===== config.mk =====
export PLATFORM = sky130hd
export DESIGN_NAME = ps2_voice_allocator_flat
export DESIGN_NICKNAME = d
export VERILOG_FILES = /design/src/rtl/ps2_voice_allocator_if.sv /design/src/rtl/ps2_voice_allocator.sv /design/src/flat_wrapper.sv
export SDC_FILE = /design/constraint.sdc
export NUM_CORES = 1
export LEC_CHECK = 0
export ABC_AREA = 1
export ABC_CLOCK_PERIOD_IN_PS = 2860
export CAP_MARGIN = 20
export CORE_MARGIN = 2
export CORE_UTILIZATION = 57
export CTS_CLUSTER_SIZE = 28
export DETAILED_ROUTE_END_ITERATION = 8
export PLACE_DENSITY = 0.85
export SLEW_MARGIN = 20
export SYNTH_ARGS = -nofsm -noshare
export SYNTH_HDL_FRONTEND = slang
export SYNTH_SLANG_ARGS = --single-unit

===== constraint.sdc =====
create_clock -name clk -period 2.86 [get_ports clk]
set_input_delay 0.572 -clock clk [delete_from_list [all_inputs] [get_ports clk]]
set_output_delay 0.572 -clock clk [all_outputs]
set_load 0.01 [all_outputs]

===== src/rtl/ps2_voice_allocator_if.sv =====
// Bus between the PS/2 byte receiver side and the voice allocator.
// The master drives the received bytes and clear_all. The slave (the allocator)
// publishes the voice table, the event pulses and the counters.
interface ps2_voice_allocator_if #(
  parameter int NUM_VOICES = 4,
  parameter int VIDX_W     = 2
);
  logic                    rx_valid;
  logic [7:0]              rx_data;
  logic                    clear_all;
  logic [NUM_VOICES-1:0]   voice_active;
  logic [8*NUM_VOICES-1:0] voice_code;
  logic                    note_on;
  logic                    note_off;
  logic [VIDX_W-1:0]       event_voice;
  logic [VIDX_W:0]         held_count;
  logic [7:0]              drop_count;

  modport master (
    output rx_valid, rx_data, clear_all,
    input  voice_active, voice_code, note_on, note_off, event_voice,
           held_count, drop_count
  );

  modport slave (
    input  rx_valid, rx_data, clear_all,
    output voice_active, voice_code, note_on, note_off, event_voice,
           held_count, drop_count
  );
endinterface


===== src/rtl/ps2_voice_allocator.sv =====
// PS/2 scancode parser and polyphonic voice allocator.
// The parser recognises make codes, F0 break prefixes and E0 extended prefixes.
// Held keys share NUM_VOICES tone-generator slots.
// Optional feature: define VOICE_STEAL_EN to make a key press steal the oldest
// voice when every voice is busy. Without it, such a press is dropped and counted.
module ps2_voice_allocator #(
  parameter int NUM_VOICES = 4,
  parameter int VIDX_W     = 2
) (
  input  logic                        clk,
  input  logic                        reset,
  ps2_voice_allocator_if.slave        vif
);

  typedef enum logic [1:0] {P_IDLE, P_EXT, P_BRK, P_EXTBRK} pstate_e;

  localparam logic [VIDX_W-1:0] RMAX = VIDX_W'(NUM_VOICES - 1);

  pstate_e state_q, state_d;
  logic    is_ctrl, make_req, brk_req;

  logic [NUM_VOICES-1:0]             active_q, active_d;
  logic [NUM_VOICES-1:0][7:0]        code_q, code_d;
  logic [NUM_VOICES-1:0][VIDX_W-1:0] rank_q, rank_d;
  logic                              on_q, on_d, off_q, off_d;
  logic [VIDX_W-1:0]                 ev_q, ev_d;
  logic [7:0]                        drop_q, drop_d;

  logic              hit, free_any, alloc_en;
  logic [VIDX_W-1:0] hit_idx, free_idx, alloc_idx;
  logic [VIDX_W:0]   held_cnt;

  // Keyboard control bytes (reset ack, resend, errors) resync the parser.
  always_comb begin
    is_ctrl = (vif.rx_data == 8'h00) || (vif.rx_data == 8'hAA) ||
              (vif.rx_data == 8'hFA) || (vif.rx_data == 8'hFE) ||
              (vif.rx_data == 8'hFF);
  end

  // Parser state register.
  always_ff @(posedge clk) begin
    if (reset) state_q <= P_IDLE;
    else       state_q <= state_d;
  end

  // Parser next-state logic. It advances only on rx_valid. clear_all and control bytes win.
  always_comb begin
    state_d = state_q;
    if (vif.clear_all) begin
      state_d = P_IDLE;
    end else if (vif.rx_valid) begin
      if (is_ctrl) begin
        state_d = P_IDLE;
      end else begin
        unique case (state_q)
          P_IDLE:   if (vif.rx_data == 8'hE0)      state_d = P_EXT;
                    else if (vif.rx_data == 8'hF0) state_d = P_BRK;
                    else                           state_d = P_IDLE;
          P_EXT:    state_d = (vif.rx_data == 8'hF0) ? P_EXTBRK : P_IDLE;
          P_BRK:    state_d = (vif.rx_data == 8'hE0) ? P_EXTBRK : P_IDLE;
          default:  state_d = P_IDLE;
        endcase
      end
    end
  end

  // Parser outputs. Extended sequences never reach the voice table.
  always_comb begin
    make_req = 1'b0;
    brk_req  = 1'b0;
    if (!vif.clear_all && vif.rx_valid && !is_ctrl) begin
      unique case (state_q)
        P_IDLE:  make_req = (vif.rx_data != 8'hE0) && (vif.rx_data != 8'hF0);
        P_BRK:   brk_req  = (vif.rx_data != 8'hE0);
        default: ;
      endcase
    end
  end

  // Look up the voice already holding this code, and the lowest-index free voice.
  always_comb begin
    hit      = 1'b0;
    hit_idx  = '0;
    free_any = 1'b0;
    free_idx = '0;
    for (int v = NUM_VOICES - 1; v >= 0; v--) begin
      if (active_q[v] && code_q[v] == vif.rx_data) begin
        hit     = 1'b1;
        hit_idx = VIDX_W'(v);
      end
      if (!active_q[v]) begin
        free_any = 1'b1;
        free_idx = VIDX_W'(v);
      end
    end
  end

`ifdef VOICE_STEAL_EN
  logic [VIDX_W-1:0] old_idx;
  logic [VIDX_W-1:0] old_rank;

  // Oldest voice = highest rank. The strict compare keeps the lowest index on ties.
  always_comb begin
    old_idx  = '0;
    old_rank = rank_q[0];
    for (int v = 1; v < NUM_VOICES; v++) begin
      if (rank_q[v] > old_rank) begin
        old_idx  = VIDX_W'(v);
        old_rank = rank_q[v];
      end
    end
  end
`endif

  // Voice table next state: clear, allocate/steal/drop on make, release on break.
  always_comb begin
    active_d  = active_q;
    code_d    = code_q;
    rank_d    = rank_q;
    drop_d    = drop_q;
    ev_d      = ev_q;
    on_d      = 1'b0;
    off_d     = 1'b0;
    alloc_en  = 1'b0;
    alloc_idx = free_idx;
    if (vif.clear_all) begin
      active_d = '0;
      code_d   = '0;
      rank_d   = '0;
    end else if (make_req && !hit) begin
      if (free_any) begin
        alloc_en  = 1'b1;
        alloc_idx = free_idx;
        on_d      = 1'b1;
        ev_d      = free_idx;
      end else begin
`ifdef VOICE_STEAL_EN
        alloc_en  = 1'b1;
        alloc_idx = old_idx;
        on_d      = 1'b1;
        off_d     = 1'b1;
        ev_d      = old_idx;
`else
        if (drop_q != 8'hFF) drop_d = drop_q + 8'd1;
`endif
      end
    end else if (brk_req && hit) begin
      active_d[hit_idx] = 1'b0;
      code_d[hit_idx]   = 8'h00;
      rank_d[hit_idx]   = '0;
      off_d             = 1'b1;
      ev_d              = hit_idx;
    end
    // The new voice becomes the youngest. Every other sounding voice ages by one, saturating.
    if (alloc_en) begin
      for (int v = 0; v < NUM_VOICES; v++) begin
        if (VIDX_W'(v) == alloc_idx) begin
          active_d[v] = 1'b1;
          code_d[v]   = vif.rx_data;
          rank_d[v]   = '0;
        end else if (active_q[v] && rank_q[v] != RMAX) begin
          rank_d[v] = rank_q[v] + 1'b1;
        end
      end
    end
  end

  // Voice table, pulse and counter registers.
  always_ff @(posedge clk) begin
    if (reset) begin
      active_q <= '0;
      code_q   <= '0;
      rank_q   <= '0;
      on_q     <= 1'b0;
      off_q    <= 1'b0;
      ev_q     <= '0;
      drop_q   <= '0;
    end else begin
      active_q <= active_d;
      code_q   <= code_d;
      rank_q   <= rank_d;
      on_q     <= on_d;
      off_q    <= off_d;
      ev_q     <= ev_d;
      drop_q   <= drop_d;
    end
  end

  // Count of sounding voices, derived from the active mask.
  always_comb begin
    held_cnt = '0;
    for (int v = 0; v < NUM_VOICES; v++)
      held_cnt = held_cnt + (VIDX_W + 1)'(active_q[v]);
  end

  assign vif.voice_active = active_q;
  assign vif.voice_code   = code_q;
  assign vif.note_on      = on_q;
  assign vif.note_off     = off_q;
  assign vif.event_voice  = ev_q;
  assign vif.held_count   = held_cnt;
  assign vif.drop_count   = drop_q;

endmodule


===== src/flat_wrapper.sv =====
// flat-port wrapper written by rule: the top's interface ports become plain ports
module ps2_voice_allocator_flat 
#(
  parameter int NUM_VOICES = 4,
  parameter int VIDX_W     = 2
)
  (clk, reset, vif_rx_valid, vif_rx_data, vif_clear_all, vif_voice_active, vif_voice_code, vif_note_on, vif_note_off, vif_event_voice, vif_held_count, vif_drop_count);
  ps2_voice_allocator_if #(.NUM_VOICES(NUM_VOICES), .VIDX_W(VIDX_W)) vif_i ();
  input  logic clk;
  input  logic reset;
  input wire logic [$bits(vif_i.rx_valid)-1:0] vif_rx_valid;
  input wire logic [$bits(vif_i.rx_data)-1:0] vif_rx_data;
  input wire logic [$bits(vif_i.clear_all)-1:0] vif_clear_all;
  output wire logic [$bits(vif_i.voice_active)-1:0] vif_voice_active;
  output wire logic [$bits(vif_i.voice_code)-1:0] vif_voice_code;
  output wire logic [$bits(vif_i.note_on)-1:0] vif_note_on;
  output wire logic [$bits(vif_i.note_off)-1:0] vif_note_off;
  output wire logic [$bits(vif_i.event_voice)-1:0] vif_event_voice;
  output wire logic [$bits(vif_i.held_count)-1:0] vif_held_count;
  output wire logic [$bits(vif_i.drop_count)-1:0] vif_drop_count;
  assign vif_i.rx_valid = vif_rx_valid;
  assign vif_i.rx_data = vif_rx_data;
  assign vif_i.clear_all = vif_clear_all;
  assign vif_voice_active = vif_i.voice_active;
  assign vif_voice_code = vif_i.voice_code;
  assign vif_note_on = vif_i.note_on;
  assign vif_note_off = vif_i.note_off;
  assign vif_event_voice = vif_i.event_voice;
  assign vif_held_count = vif_i.held_count;
  assign vif_drop_count = vif_i.drop_count;
  ps2_voice_allocator #(.NUM_VOICES(NUM_VOICES), .VIDX_W(VIDX_W)) u_core (.clk(clk), .reset(reset), .vif(vif_i));
endmodule

Word-level counts from Yosys, hierarchy flattened
Cells that the tools add are included.

Flip-flop bits (word level): 50. Bits of input ports: 12. Output and inout bits: 51.

Add/sub/neg operators: 4. Magnitude comparators: 2. Equal/unequal tests: 19. Multiplexer cells: 53. Bitwise operators: 6. Reduce and logical (&&, ||, !) cells: 25.

Operator list (count): 32-bit two-way mux (4); 8-bit equality test, second input constant (6); 8-bit two-way mux (5); 32-bit bitwise AND (1); 8-bit equality test (4); 2-bit two-way mux (16); 32-bit inverter (1); 8-bit != test, second input constant (3); 1-bit two-way mux (21); 8-bit demux with 2-bit select (1); 4-bit two-way mux (4); 1-bit logical AND (10); 8-bit by 1-bit adder with 8-bit output, second input constant (1); 8-bit logical NOT (1); 3-bit by 1-bit adder with 3-bit output (2); 2-bit one-hot mux with 3 select lines (1); 4-bit bitwise AND (1); 2-bit equality test, first input constant (2); 2-bit logical NOT (2); 1-bit logical OR (4); 4-bit inverter (1); 4-bit AND reduction (1); 1-bit logical NOT (3); 2-bit by 3-bit less-than comparator with 1-bit output, second input constant (1); other kinds (12) (13).

Logic depth before layout (Yosys ltp)
Gate-level depths: netlist of run 1.

Word-level depth: 17. Depth in mapped cells: 16. Gate-level depth less buffers: 15.

Worst setup path after synthesis of run 1
No wires, ideal clock.

Kind: in2reg. From: input port vif_rx_data[7]. To: register u_core.code_q (netlist bit u_core.vif.voice_code[22]). Library setup time: 0.114 ns. Data arrival time: 1.949 ns. Required time: 2.746 ns. Path slack: 0.797 ns. Stages on the path: 16. Buffers on the path: 2. Cell sequence: buf_2 > inv_2 > nand2_1 > nand2_1 > inv_1 > nand2_1 > nor2_1 > nand3_1 > nand2_2 > nor2_8 > nand3_4 > nor2_8 > buf_6 > nand2_1 > nand2_1 > nor2_1.

Longest elaborated chain between the ends: 17. Elaborated cells on any way between the ends: 51. Classes of those cells: 2 x order compare; 10 x eq/ne; 21 x mux; 2 x bitwise; 16 x reduce/logical.

Ends and longest elaborated chain: start, declared (RTL line flat_wrapper.sv:12) `input wire logic [$bits(vif_i.rx_data)-1:0] vif_rx_data;`; 8-bit equality test (RTL line ps2_voice_allocator.sv:87) `if (active_q[v] && code_q[v] == vif.rx_data) begin`; 1-bit logical AND (RTL line ps2_voice_allocator.sv:87); 2-bit two-way mux (4 in series) (RTL line ps2_voice_allocator.sv:87); 2-bit by 3-bit less-than comparator with 1-bit output (implied by the code) or 2-bit by 1-bit >= comparator with 1-bit output (tied branches) (RTL line ps2_voice_allocator.sv:149) `code_d[hit_idx] = 8'h00;`; 1-bit logical AND (implied by the code) (RTL line ps2_voice_allocator.sv:149); 8-bit two-way mux (implied by the code) (RTL line ps2_voice_allocator.sv:149); 8-bit demux with 2-bit select; 32-bit inverter (no line); 32-bit bitwise AND (no line); 32-bit two-way mux (RTL line ps2_voice_allocator.sv:147) `end else if (brk_req && hit) begin`; 32-bit two-way mux (RTL line ps2_voice_allocator.sv:130) `end else if (make_req && !hit) begin`; 32-bit two-way mux (RTL line ps2_voice_allocator.sv:126) `if (vif.clear_all) begin`; 8-bit two-way mux (RTL line ps2_voice_allocator.sv:157) `if (VIDX_W'(v) == alloc_idx) begin`; 32-bit two-way mux (*) (RTL line ps2_voice_allocator.sv:155) `if (alloc_en) begin`; end signal, assigned (RTL line ps2_voice_allocator.sv:180) `code_q <= code_d;`; end, declared (RTL line ps2_voice_allocator.sv:23) `logic [NUM_VOICES-1:0][7:0] code_q, code_d;`.

Mark *: on every way between the ends. The rest lies on a longest branch, timed or not. A chain may end at the register's enable or synchronous reset.

Worst setup path in the final report of run 1
From: register u_core.active_q[0] (netlist: u_core.vif.voice_active[0]). To: output port vif_held_count[1].

Longest elaborated chain between the ends: 3.

Ends and longest elaborated chain: start, declared (RTL line ps2_voice_allocator.sv:22) `logic [NUM_VOICES-1:0] active_q, active_d;`; start signal, assigned (RTL line ps2_voice_allocator.sv:179) `active_q <= active_d;`; 1-bit by 1-bit adder with 2-bit output (RTL line ps2_voice_allocator.sv:193) `held_cnt = held_cnt + (VIDX_W + 1)'(active_q[v]);`; 3-bit by 1-bit adder with 3-bit output (2 in series) (RTL line ps2_voice_allocator.sv:193); end, declared (RTL line flat_wrapper.sv:19) `output wire logic [$bits(vif_i.held_count)-1:0] vif_held_count;`.

Every way passes these cells.

==> results of run 1 <==
## power by group through the flow
stage | clock network (W) | logic (W) | registers [W]
2_1_floorplan | 0 | 0.000128 | 0.000734
3_3_place_gp | 0 | 0.000234 | 0.000731
3_5_place_dp | 0 | 0.000239 | 0.000731
4_1_cts | 0.000424 | 0.000240 | 0.000715
5_1_grt | 0.000447 | 0.000265 | 0.000716
6_report | 0.000421 | 0.000245 | 0.000715
## flip-flops by register name, summed over array words and instances, names as in the netlist
| register | count |
|---|---|
| u_core.vif.voice_code | 32 |
| u_core.state_q | 2 |
| u_core.vif.voice_active | 4 |
| u_core.vif.event_voice | 2 |
| u_core.vif.note_off | 1 |
| u_core.vif.drop_count | 8 |
| u_core.vif.note_on | 1 |
## worst max-delay path: stages (launching register included)
cell and delay [ns]:
dfxtp_1 0.42, ha_1 0.27, fa_1 0.39, ha_1 0.28, clkdlybuf4s50_1 0.52
## metrics by stage
step	hold slack, ns	std cells	total power, W	setup slack, ns
global placement	0.4814	715	0.0009654	-0.004003
finish	0.5106	721	0.001381	0.09060
global route	0.5256	721	0.001429	0.006225
floorplan	0.4696	565	0.0008623	0.7969
CTS	0.4988	721	0.001378	0.09169
detailed placement	0.4898	715	0.0009699	-0.04360
## cell usage after synthesis
master / number / area share (%)
nand4_2: 1 / 0.38
nand4_1: 3 / 0.56
clkbuf_1: 7 / 0.79
buf_4: 3 / 0.68
dfxtp_1: 50 / 30
nand2_2: 2 / 0.38
buf_2: 5 / 0.75
buf_6: 3 / 1.0
xor2_1: 5 / 1.3
nor2_8: 3 / 1.8
nor2b_1: 1 / 0.19
o21ai_0: 4 / 0.60
nand3_2: 3 / 0.90
nand3b_1: 1 / 0.23
inv_1: 68 / 7.7
nand3_4: 1 / 0.53
clkinv_2: 1 / 0.15
nor3_1: 2 / 0.30
a21oi_1: 47 / 7.1
nor2_1: 106 / 12
xnor2_1: 7 / 1.8
nand3_1: 31 / 4.7
nor2_4: 2 / 0.68
fa_1: 1 / 0.60
nor3_2: 1 / 0.30
inv_2: 8 / 0.90
inv_4: 1 / 0.19
a211oi_1: 1 / 0.23
ha_1: 3 / 1.1
o22ai_1: 3 / 0.56
o21ai_1: 2 / 0.30
and3_1: 1 / 0.19
nand2_1: 187 / 21
a21boi_1: 1 / 0.23
## final cells by class
cell class	instances	area [um^2]
tap	72	90.09
clock buffer	6	82.58
multi-input combinational	419	1931
fill	473	1285
timing repair buffer	96	888.4
inverter	78	296.5
sequential	50	1001
## cells by family (layout without fill, tap and decap cells)
family,count (synthesis),count (layout)
AO/OA/AOI/OAI,58,58
adder cells (fa/ha/maj),4,4
AND/OR/NAND/NOR,345,345
XOR/XNOR,12,12
buffers and inverters,96,180
flip-flops,50,50
## metal layers
metal,up-vias,track usage (%)
li1,1893,-
met1,1756,43.19
met2,196,51.75
met3,19,4.607
met4,0,11.86
met5,-,0
## how the worst min path moves through the flow
stage,end
6_report,u_core.vif.event_voice[1]
5_1_grt,u_core.vif.drop_count[4]
4_1_cts,u_core.vif.event_voice[1]
3_5_place_dp,u_core.vif.event_voice[1]
3_3_place_gp,u_core.vif.event_voice[1]
2_1_floorplan,u_core.state_q[0]
==> flow_summary_export.csv, run 1 <==
group,metric,value,unit
die,die_y,80.50,um
routing,m1WireLength,4345,um
clock_tree,root_buffer,"clkbuf_8",
logic_synthesis,synth_mux_area_share,0,%
finish,n_antenna_cell,0,
finish,final_cell_mix,"nand2_1, nor2_1, inv_1",
critical_path,crit_arrival,2.20,ns
logic_synthesis,synthesis.instances,565,
sta,finalMaxSlewViolations,0,
global_route,grt_max_degree,40,
sta,hold_violations,0,
finish,layout_commonest_cell,"nand2_1",
global_route,grt_pass1_wl,16040,um
pwr,p_seq_share,51.8,%
hold_path,min_path_type,"flip-flop to flip-flop",
global_route,antenna_found_initial,0,
logic_synthesis,synth.avg_cell_area,5.904,um^2
sta,clock.fmax,0.3611,GHz
clock_tree,postCtsSetupBuffers,0,
routing,wl_met3,875,um
routing,dr.pass1.iters,5,
critical_path,worstRegToRegCells,14,
critical_path,rrSetupSlack,0.80,ns
clock_tree,clkSlewWorstSetupHoldPaths,0.10,ns
global_route,grt_pass1_vias,3411,
die,die_w,80.50,um
die,rows,27,
routing,wl_met2,4644,um
routing,drtAntennaViolNets,0,
routing,vias,3864,
logic_synthesis,synthXorXnorAreaFrac,3.151,%
pwr,intPower,0.0009932,W
clock_tree,ctsResizeCount,0,
routing,wire_per_inst,13.98,um
placement,gp_congestion,0.9851,
pwr,power.density,322.0,mW/mm^2
sta,worstMarginPinSlew,0.5287,ns
finish,fin_area,0.004289,mm^2
finish,drive_gt1_share,9.707,%
global_route,gr-total-overflow,0,
finish,nNetsFinal,666,
routing,finalWirelength,10080,um
pwr,vdd_drop_max,0.2364,mV
logic_synthesis,synth_cell_types,34,
finish,area_delta_synth_final,28.58,%
critical_path,required,2.29,ns
critical_path,crit_path_start,"u_core.vif.voice_active[0]",
status,status,"finished, final reports clean",
die,io_pins,63,
die,initial_utilization,59.84,%
sta,rsz0062_at_grt,"false",
clock_tree,cts_tree,"yes",
critical_path,critPathCapture,"vif_held_count[1]",
placement,placed_area,0.004207,mm^2
clock_tree,cts_hold_buf,0,
sta,setup_tns,0,ns
sta,setup_viol,0,
clock_tree,htree_num_levels,2,
critical_path,critical_path_class,"flip-flop to primary output",
sta,min_period,2.769,ns
finish,utilization,76.95,%
hold_path,hold_path.startpoint,"u_core.vif.event_voice[1]",
critical_path,endpoint_kind,"primary output",
die,fp.coreArea,0.005574,mm^2
pwr,pwr-share-clk,30.5,%
placement,dp_hpwl,7358,um
sta,period_share,96.83,%
pwr,p_sw,0.0003878,W
logic_synthesis,synth_compound_area_share,8.965,%
die,dieArea,0.006480,mm^2
clock_tree,cts_made_buffers,5,
logic_synthesis,netlist_area,0.003336,mm^2
pwr,swShare,28.08,%
logic_synthesis,synth_nets,581,
critical_path,r2r_start,"u_core.vif.voice_active[1]",
hold_path,hold_depth,2,
logic_synthesis,yosys.area_share.simple,44.04,%
clock_tree,clock_latency,0.31,ns
routing,top_layer,"met4",
routing,drc,0,
placement,port_buffers,62,
routing,avgViaCountPerCell,5.359,
critical_path,cp_max_fo,4,
routing,drt_iter0_markers,291,
clock_tree,cts.path.max_buffers,2,
logic_synthesis,synth-seq-cells,50,
clock_tree,cts.sinks,50,
global_route,track_usage,32.03,%
sta,slew_headroom,64.56,%
logic_synthesis,yosysWarnings,0,
logic_synthesis,yosys.area_share.adder,1.725,%
critical_path,startpoint_type,"flip-flop",
critical_path,r2r-end,"u_core.vif.voice_code[0]",
job,maxCapViolCount,0,
pwr,p_leak,1.971,nW
logic_synthesis,synth_top_family_by_area,"simple AND/OR/NAND/NOR gates",
pwr,combPwrFrac,17.7,%
logic_synthesis,synth_seq_area_share,30.01,%
sta,finalClockSkew,0.01779,ns
(Power assumes the default switching activity.)
==> run 2: changes to the inputs <==
--- a/config.mk
+++ b/config.mk
@@ -13,7 +13,6 @@
 export CTS_CLUSTER_SIZE = 28
 export DETAILED_ROUTE_END_ITERATION = 8
 export PLACE_DENSITY = 0.85
-export SLEW_MARGIN = 20
 export SYNTH_ARGS = -nofsm -noshare
 export SYNTH_HDL_FRONTEND = slang
 export SYNTH_SLANG_ARGS = --single-unit
==> results of run 2 <==
No change in the layout: final DEF, timing and power equal those of run 1.
